<file path="config.mk">
export PLATFORM = sky130hd
export DESIGN_NAME = regfile_mp
export DESIGN_NICKNAME = d
export VERILOG_FILES = /design/src/rtl/regfile_mp.sv
export SDC_FILE = /design/constraint.sdc
export NUM_CORES = 2
export LEC_CHECK = 0
export CORE_ASPECT_RATIO = 0.6
export CORE_MARGIN = 1.5
export CORE_UTILIZATION = 55
export DETAILED_ROUTE_END_ITERATION = 12
export GPL_TIMING_DRIVEN = 0
export HOLD_SLACK_MARGIN = 0.1
export PLACE_DENSITY = 0.74
export SYNTH_ARGS = -nofsm -noshare
export SYNTH_HDL_FRONTEND = slang
export SYNTH_SLANG_ARGS = --single-unit
</file>
<file path="constraint.sdc">
create_clock -name clk -period 12.8 [get_ports clk]
set_input_delay 1.28 -clock clk [delete_from_list [all_inputs] [get_ports clk]]
set_output_delay 1.28 -clock clk [all_outputs]
set_load 0.01 [all_outputs]
</file>
<file path="src/rtl/regfile_mp.sv">
// Multi-port register file: NRD combinational reads, two clocked writes (port 1 wins),
// optional zero register and per-register busy scoreboard. Optional macro: REGFILE_BYPASS_EN.
module regfile_mp #(
   parameter int DATA_W   = 32,
   parameter int ADDR_W   = 5,
   parameter int NRD      = 2,
   parameter int ZERO_REG = 1
) (
   input  logic                    clk,
   input  logic                    clrn,
   input  logic [NRD*ADDR_W-1:0]   ra,
   output logic [NRD*DATA_W-1:0]   rd,
   output logic [NRD-1:0]          rbusy,
   input  logic                    we0,
   input  logic [ADDR_W-1:0]       wn0,
   input  logic [DATA_W-1:0]       d0,
   input  logic                    we1,
   input  logic [ADDR_W-1:0]       wn1,
   input  logic [DATA_W-1:0]       d1,
   input  logic                    bset,
   input  logic [ADDR_W-1:0]       bsn,
   output logic [ADDR_W:0]         nbusy
);

   localparam int DEPTH = 1 << ADDR_W;

   logic [DATA_W-1:0] regs [DEPTH];
   logic [DEPTH-1:0]  busy;
   logic [DEPTH-1:0]  busy_nx;
   logic [DEPTH-1:0]  wr0_hit;
   logic [DEPTH-1:0]  wr1_hit;
   logic [DEPTH-1:0]  bs_hit;
   logic [ADDR_W:0]   cnt_nx;

   // Per-register decode; the zero register never accepts a write or a reservation.
   always_comb begin
      wr0_hit = '0;
      wr1_hit = '0;
      bs_hit  = '0;
      busy_nx = '0;
      cnt_nx  = '0;
      for (int r = 0; r < DEPTH; r++) begin
         if (!(ZERO_REG != 0 && r == 0)) begin
            wr0_hit[r] = we0  && (wn0 == ADDR_W'(r));
            wr1_hit[r] = we1  && (wn1 == ADDR_W'(r));
            bs_hit[r]  = bset && (bsn == ADDR_W'(r));
         end
         busy_nx[r] = bs_hit[r] | (busy[r] & ~(wr0_hit[r] | wr1_hit[r]));
         cnt_nx     = cnt_nx + {{ADDR_W{1'b0}}, busy_nx[r]};
      end
   end

   always_ff @(posedge clk or negedge clrn) begin
      if (!clrn) begin
         for (int r = 0; r < DEPTH; r++) regs[r] <= '0;
         busy  <= '0;
         nbusy <= '0;
      end else begin
         for (int r = 0; r < DEPTH; r++) begin
            if (wr1_hit[r])      regs[r] <= d1;
            else if (wr0_hit[r]) regs[r] <= d0;
         end
         busy  <= busy_nx;
         nbusy <= cnt_nx;
      end
   end

   for (genvar k = 0; k < NRD; k++) begin : g_rd
      logic [ADDR_W-1:0] a;
      logic [DATA_W-1:0] data;
      logic              bsy;

      assign a = ra[k*ADDR_W +: ADDR_W];

      always_comb begin
         data = regs[a];
         bsy  = busy[a];
`ifdef REGFILE_BYPASS_EN
         if (wr1_hit[a])      data = d1;
         else if (wr0_hit[a]) data = d0;
         // A write retires the pending load unless a new reservation lands on it.
         if ((wr0_hit[a] | wr1_hit[a]) & ~bs_hit[a]) bsy = 1'b0;
`endif
         if (ZERO_REG != 0 && a == '0) begin
            data = '0;
            bsy  = 1'b0;
         end
      end

      assign rd[k*DATA_W +: DATA_W] = data;
      assign rbusy[k]               = bsy;
   end

endmodule

</file>
==> metrics.txt <==
# TYPE chip_impl_metric gauge
chip_impl_metric{name="grt_pass1_wl",unit="um"} 438000
chip_impl_metric{name="dieHeight",unit="um"} 269
chip_impl_metric{name="cp_data_arrival_time",unit="ns"} 10.14
chip_impl_metric{name="drc",unit=""} 0
chip_impl_metric{name="std_cell_rows",unit=""} 97
chip_impl_metric{name="cts-resized-gates",unit=""} 0
chip_impl_info{name="cts_root_buf",value="clkbuf_16"} 1
chip_impl_metric{name="starting_utilization_of_the_core_area",unit="%"} 55.4
chip_impl_info{name="setup_repair_after_global_routing_missed_its_margin",value="no"} 1
chip_impl_info{name="min_path_type",value="in -> async"} 1
chip_impl_metric{name="post-place-ws",unit="ns"} 3.30
chip_impl_metric{name="detail-route-antenna-nets",unit=""} 0
chip_impl_metric{name="fillers",unit=""} 10200
chip_impl_metric{name="htree_num_levels",unit=""} 3
chip_impl_info{name="run_status",value="complete, but fails checks"} 1
chip_impl_metric{name="ys.warnings.count",unit=""} 0
chip_impl_metric{name="clock.fmax",unit="MHz"} 106
chip_impl_metric{name="buffer_levels_on_the_longest_clock_path",unit=""} 3
chip_impl_metric{name="postCtsSetupRepairBufs",unit=""} 0
chip_impl_metric{name="worstSkewPairLatency",unit="ns"} 0.77
chip_impl_metric{name="period_share",unit="%"} 74.0
chip_impl_metric{name="mappedNetlistNets",unit=""} 6765
chip_impl_metric{name="postSynth.asyncResetShare",unit="%"} 100
chip_impl_metric{name="timing.final.ws_setup",unit="ns"} 3.33
chip_impl_metric{name="hold_ws",unit="ns"} 0.475
chip_impl_metric{name="place.detailed.hpwl",unit="um"} 249000
chip_impl_metric{name="number_of_antenna_violations_at_the_first_check_in_global_routing",unit=""} 16
chip_impl_metric{name="hold_violations",unit=""} 0
chip_impl_metric{name="path_clk_slew",unit="ns"} 0.06
chip_impl_metric{name="die-area",unit="um2"} 120000
chip_impl_metric{name="static-leakage-power",unit="nW"} 34.3
chip_impl_metric{name="die_w",unit="um"} 446
chip_impl_metric{name="route.final.wire_length",unit="um"} 323000
chip_impl_metric{name="first_iter_violations",unit=""} 11600
chip_impl_metric{name="flow.area_growth_from_synthesis",unit="%"} 11.3
chip_impl_metric{name="layout-drive-gt1-share",unit="%"} 10.5
chip_impl_metric{name="tightestPinTransition",unit="ns"} 1.76
chip_impl_metric{name="drtPass1Iterations",unit=""} 10
chip_impl_metric{name="ios",unit=""} 166
chip_impl_metric{name="synth_cells",unit=""} 6641
chip_impl_info{name="cp-end-kind",value="register"} 1
chip_impl_metric{name="avgRoutedWirePerCell",unit="um"} 37.5
chip_impl_metric{name="groute.usage.overall",unit="%"} 52.6
chip_impl_metric{name="cts_hold_repair.buffers",unit=""} 0
chip_impl_metric{name="max-slew-margin-rel",unit="%"} -17.4
chip_impl_metric{name="postSynthAreaPerCell",unit="um2"} 9.75
chip_impl_metric{name="synth-edff-count",unit=""} 0
chip_impl_metric{name="synth-seq-area-share",unit="%"} 39.8
chip_impl_info{name="tritoncts",value="yes"} 1
chip_impl_metric{name="ir_worst_vdd",unit="V"} 0.000987
chip_impl_metric{name="grt_remaining_overflow",unit=""} 0
chip_impl_info{name="failing_checks",value="capacitance limit, slew limit"} 1
chip_impl_metric{name="nets",unit=""} 7041
chip_impl_metric{name="layout.core_utilization",unit="%"} 61.7
chip_impl_metric{name="first_global_vias",unit=""} 56400
chip_impl_metric{name="power",unit="W"} 0.0129
chip_impl_metric{name="powerDensity",unit="nW/um2"} 178
chip_impl_metric{name="slew_violations",unit=""} 27
chip_impl_metric{name="setup_tns",unit="ns"} 0
chip_impl_metric{name="cap_violations",unit=""} 5
chip_impl_info{name="dominant_register_cell_in_the_synthesized_netlist",value="dfrtp_1"} 1
chip_impl_metric{name="via_count",unit=""} 61700
chip_impl_metric{name="flops_latches_synth",unit=""} 1029
chip_impl_metric{name="final_setup_vio_count",unit=""} 0
chip_impl_metric{name="grt_start_max_net_pins",unit=""} 167
chip_impl_metric{name="required_time_at_the_endpoint_of_the_critical_path",unit="ns"} 13.46
chip_impl_metric{name="core-area",unit="um2"} 117000
chip_impl_metric{name="avgViaCountPerCell",unit=""} 7.17
chip_impl_metric{name="synth.lib_cells_used.distinct",unit=""} 49
chip_impl_metric{name="cts_inserted_buffers",unit=""} 103
chip_impl_metric{name="layout_min_cycle_time",unit="ns"} 9.47
chip_impl_metric{name="cts_sinks",unit=""} 1029
chip_impl_metric{name="final.setup_skew",unit="ns"} 0.0137
chip_impl_metric{name="port_buffers",unit=""} 161
chip_impl_info{name="worst_setup_path_start_kind",value="primary input"} 1
chip_impl_metric{name="post_synth_instance_area",unit="um2"} 64700
chip_impl_metric{name="globalplace.congestion",unit=""} 1.18
chip_impl_info{name="criticalPathCategory",value="in -> reg"} 1
chip_impl_metric{name="path_max_fanout",unit=""} 10
==> layout by cell type (no fill, tap or decap), drive strengths merged, types with 2 or more instances in the layout <==
cell              n
o31ai             2
mux4            132
clkdlybuf4s50   160
nor2            548
nand2b           19
dfrtp          1029
o21ai           491
mux2            159
fa               23
and3              5
o22ai           327
nor3            236
or2               9
xnor2             2
mux2i          1593
a21oi           518
nor2b            18
clkinvlp          2
nand2           560
clkinv           28
clkbuf          592
a32oi            14
inv              45
a32o              5
diode            12
ha                7
a221oi          130
nor4              4
a22o              3
and2              8
bufinv            7
buf             316
==> worst max-delay path, cell delays in order <==
cell and delay (ns):
clkdlybuf4s50_1 0.60, nand2b_1 0.31, nor3_1 1.21, nand2_1 0.67, buf_2 0.42, a32oi_1 0.72
fa_1 0.67, fa_1 0.75, fa_1 0.50, fa_1 0.46, fa_1 0.57, inv_1 0.07
fa_1 0.49, inv_1 0.06, fa_1 0.41, fa_1 0.47, inv_1 0.07, a21o_1 0.11
a21oi_1 0.07, xnor2_1 0.21
==> sequential cells by signal, indices dropped and copies added, names as in the netlist <==
name   cells
nbusy      6
busy      31
regs     992
==> stage by stage <==
stage               instances  cell area, um2
floorplan                6641           64700
global placement         8386           68300
detailed placement       8392           68500
CTS                      8583           72000
global route             8593           72000
finish                   8599           72000
==> where the power goes <==
part,internal [W],leakage [nW],switching (W),total [W]
registers,0.00414,12.5,0.00100,0.00514
clock network,0.00178,1.73,0.00150,0.00328
logic,0.00188,20.0,0.00255,0.00443
total,0.00780,34.3,0.00506,0.0129
==> final cells by class <==
class / instances / area (um2) / area share, %
sequential: 1029 / 25700 / 35.7
buffer: 748 / 3240 / 4.50
antenna: 12 / 30.0 / 0.0417
clock buffer: 149 / 3020 / 4.19
multi-input combinational: 4824 / 35600 / 49.4
timing repair buffer: 171 / 1840 / 2.55
inverter: 40 / 150 / 0.208
clock inverter: 42 / 447 / 0.620
tap: 1584 / 1980 / 2.75
==> metal layers <==
layer	wire length [um]	share of wire (%)	global-route usage, %
met4	11300	3.5	16.0
met1	125000	39	70.6
met2	114000	35	62.3
met3	70500	22	40.0
met5	2160	0.67	9.25
==> Yosys cell counts (4+ instances only) <==
library cell  instances  area share, %
dfrtp_1            1029             40
mux2i_1            1593             25
nor4_1                4          0.039
buf_1                61           0.35
nand2_1             560            3.2
mux2_2              159            2.8
nand2b_1             19           0.18
o21ai_0             481            3.7
buf_4                43           0.50
nor2_1              542            3.1
mux4_2              132            4.6
and3_1                5          0.048
o21ai_1              10          0.077
nor2b_1              18           0.17
a21oi_1             518            4.0
a221oi_1            130            1.8
nor3_1              233            1.8
and2_1                7          0.068
o22ai_1             327            3.2
or2_2                 7          0.068
clkbuf_1            443            2.6
a32oi_1              14           0.19
a32o_1                5          0.077
fa_1                 23           0.71
inv_1                39           0.23
ha_1                  7           0.14
buf_2               198            1.5
==> path summary, 6_finish.rpt <==
check	cells past startpoint	slack (ns)	from	to
hold / removal	1	0.48	clrn	regs[103]$_DFFE_PN0P_
min in group clk	2	0.59	regs[915]$_DFFE_PN0P_	regs[915]$_DFFE_PN0P_
hold reg to reg	2	0.59	regs[915]$_DFFE_PN0P_	regs[915]$_DFFE_PN0P_
max in group asynchronous	4	9.51	clrn	regs[952]$_DFFE_PN0P_
setup / recovery	20	3.33	wn0[3]	nbusy[4]$_DFF_PN0_
setup reg to reg	15	6.64	busy[16]$_DFF_PN0_	nbusy[4]$_DFF_PN0_
==> logic make-up (layout without fill, tap and decap cells) <==
| family | after synthesis | in the layout | synth area share (%) |
|---|---|---|---|
| AO/OA/AOI/OAI | 1494 | 1494 | 13.1 |
| XOR/XNOR | 3 | 3 | 0.0406 |
| adder cells (fa/ha/maj) | 30 | 30 | 0.847 |
| buffers and inverters | 788 | 1150 | 5.24 |
| flip-flops | 1029 | 1029 | 39.8 |
| multiplexers | 1884 | 1884 | 32.0 |
| other | 0 | 12 | 0 |
| AND/OR/NAND/NOR | 1413 | 1413 | 9.00 |
(Power assumes the default switching activity.)
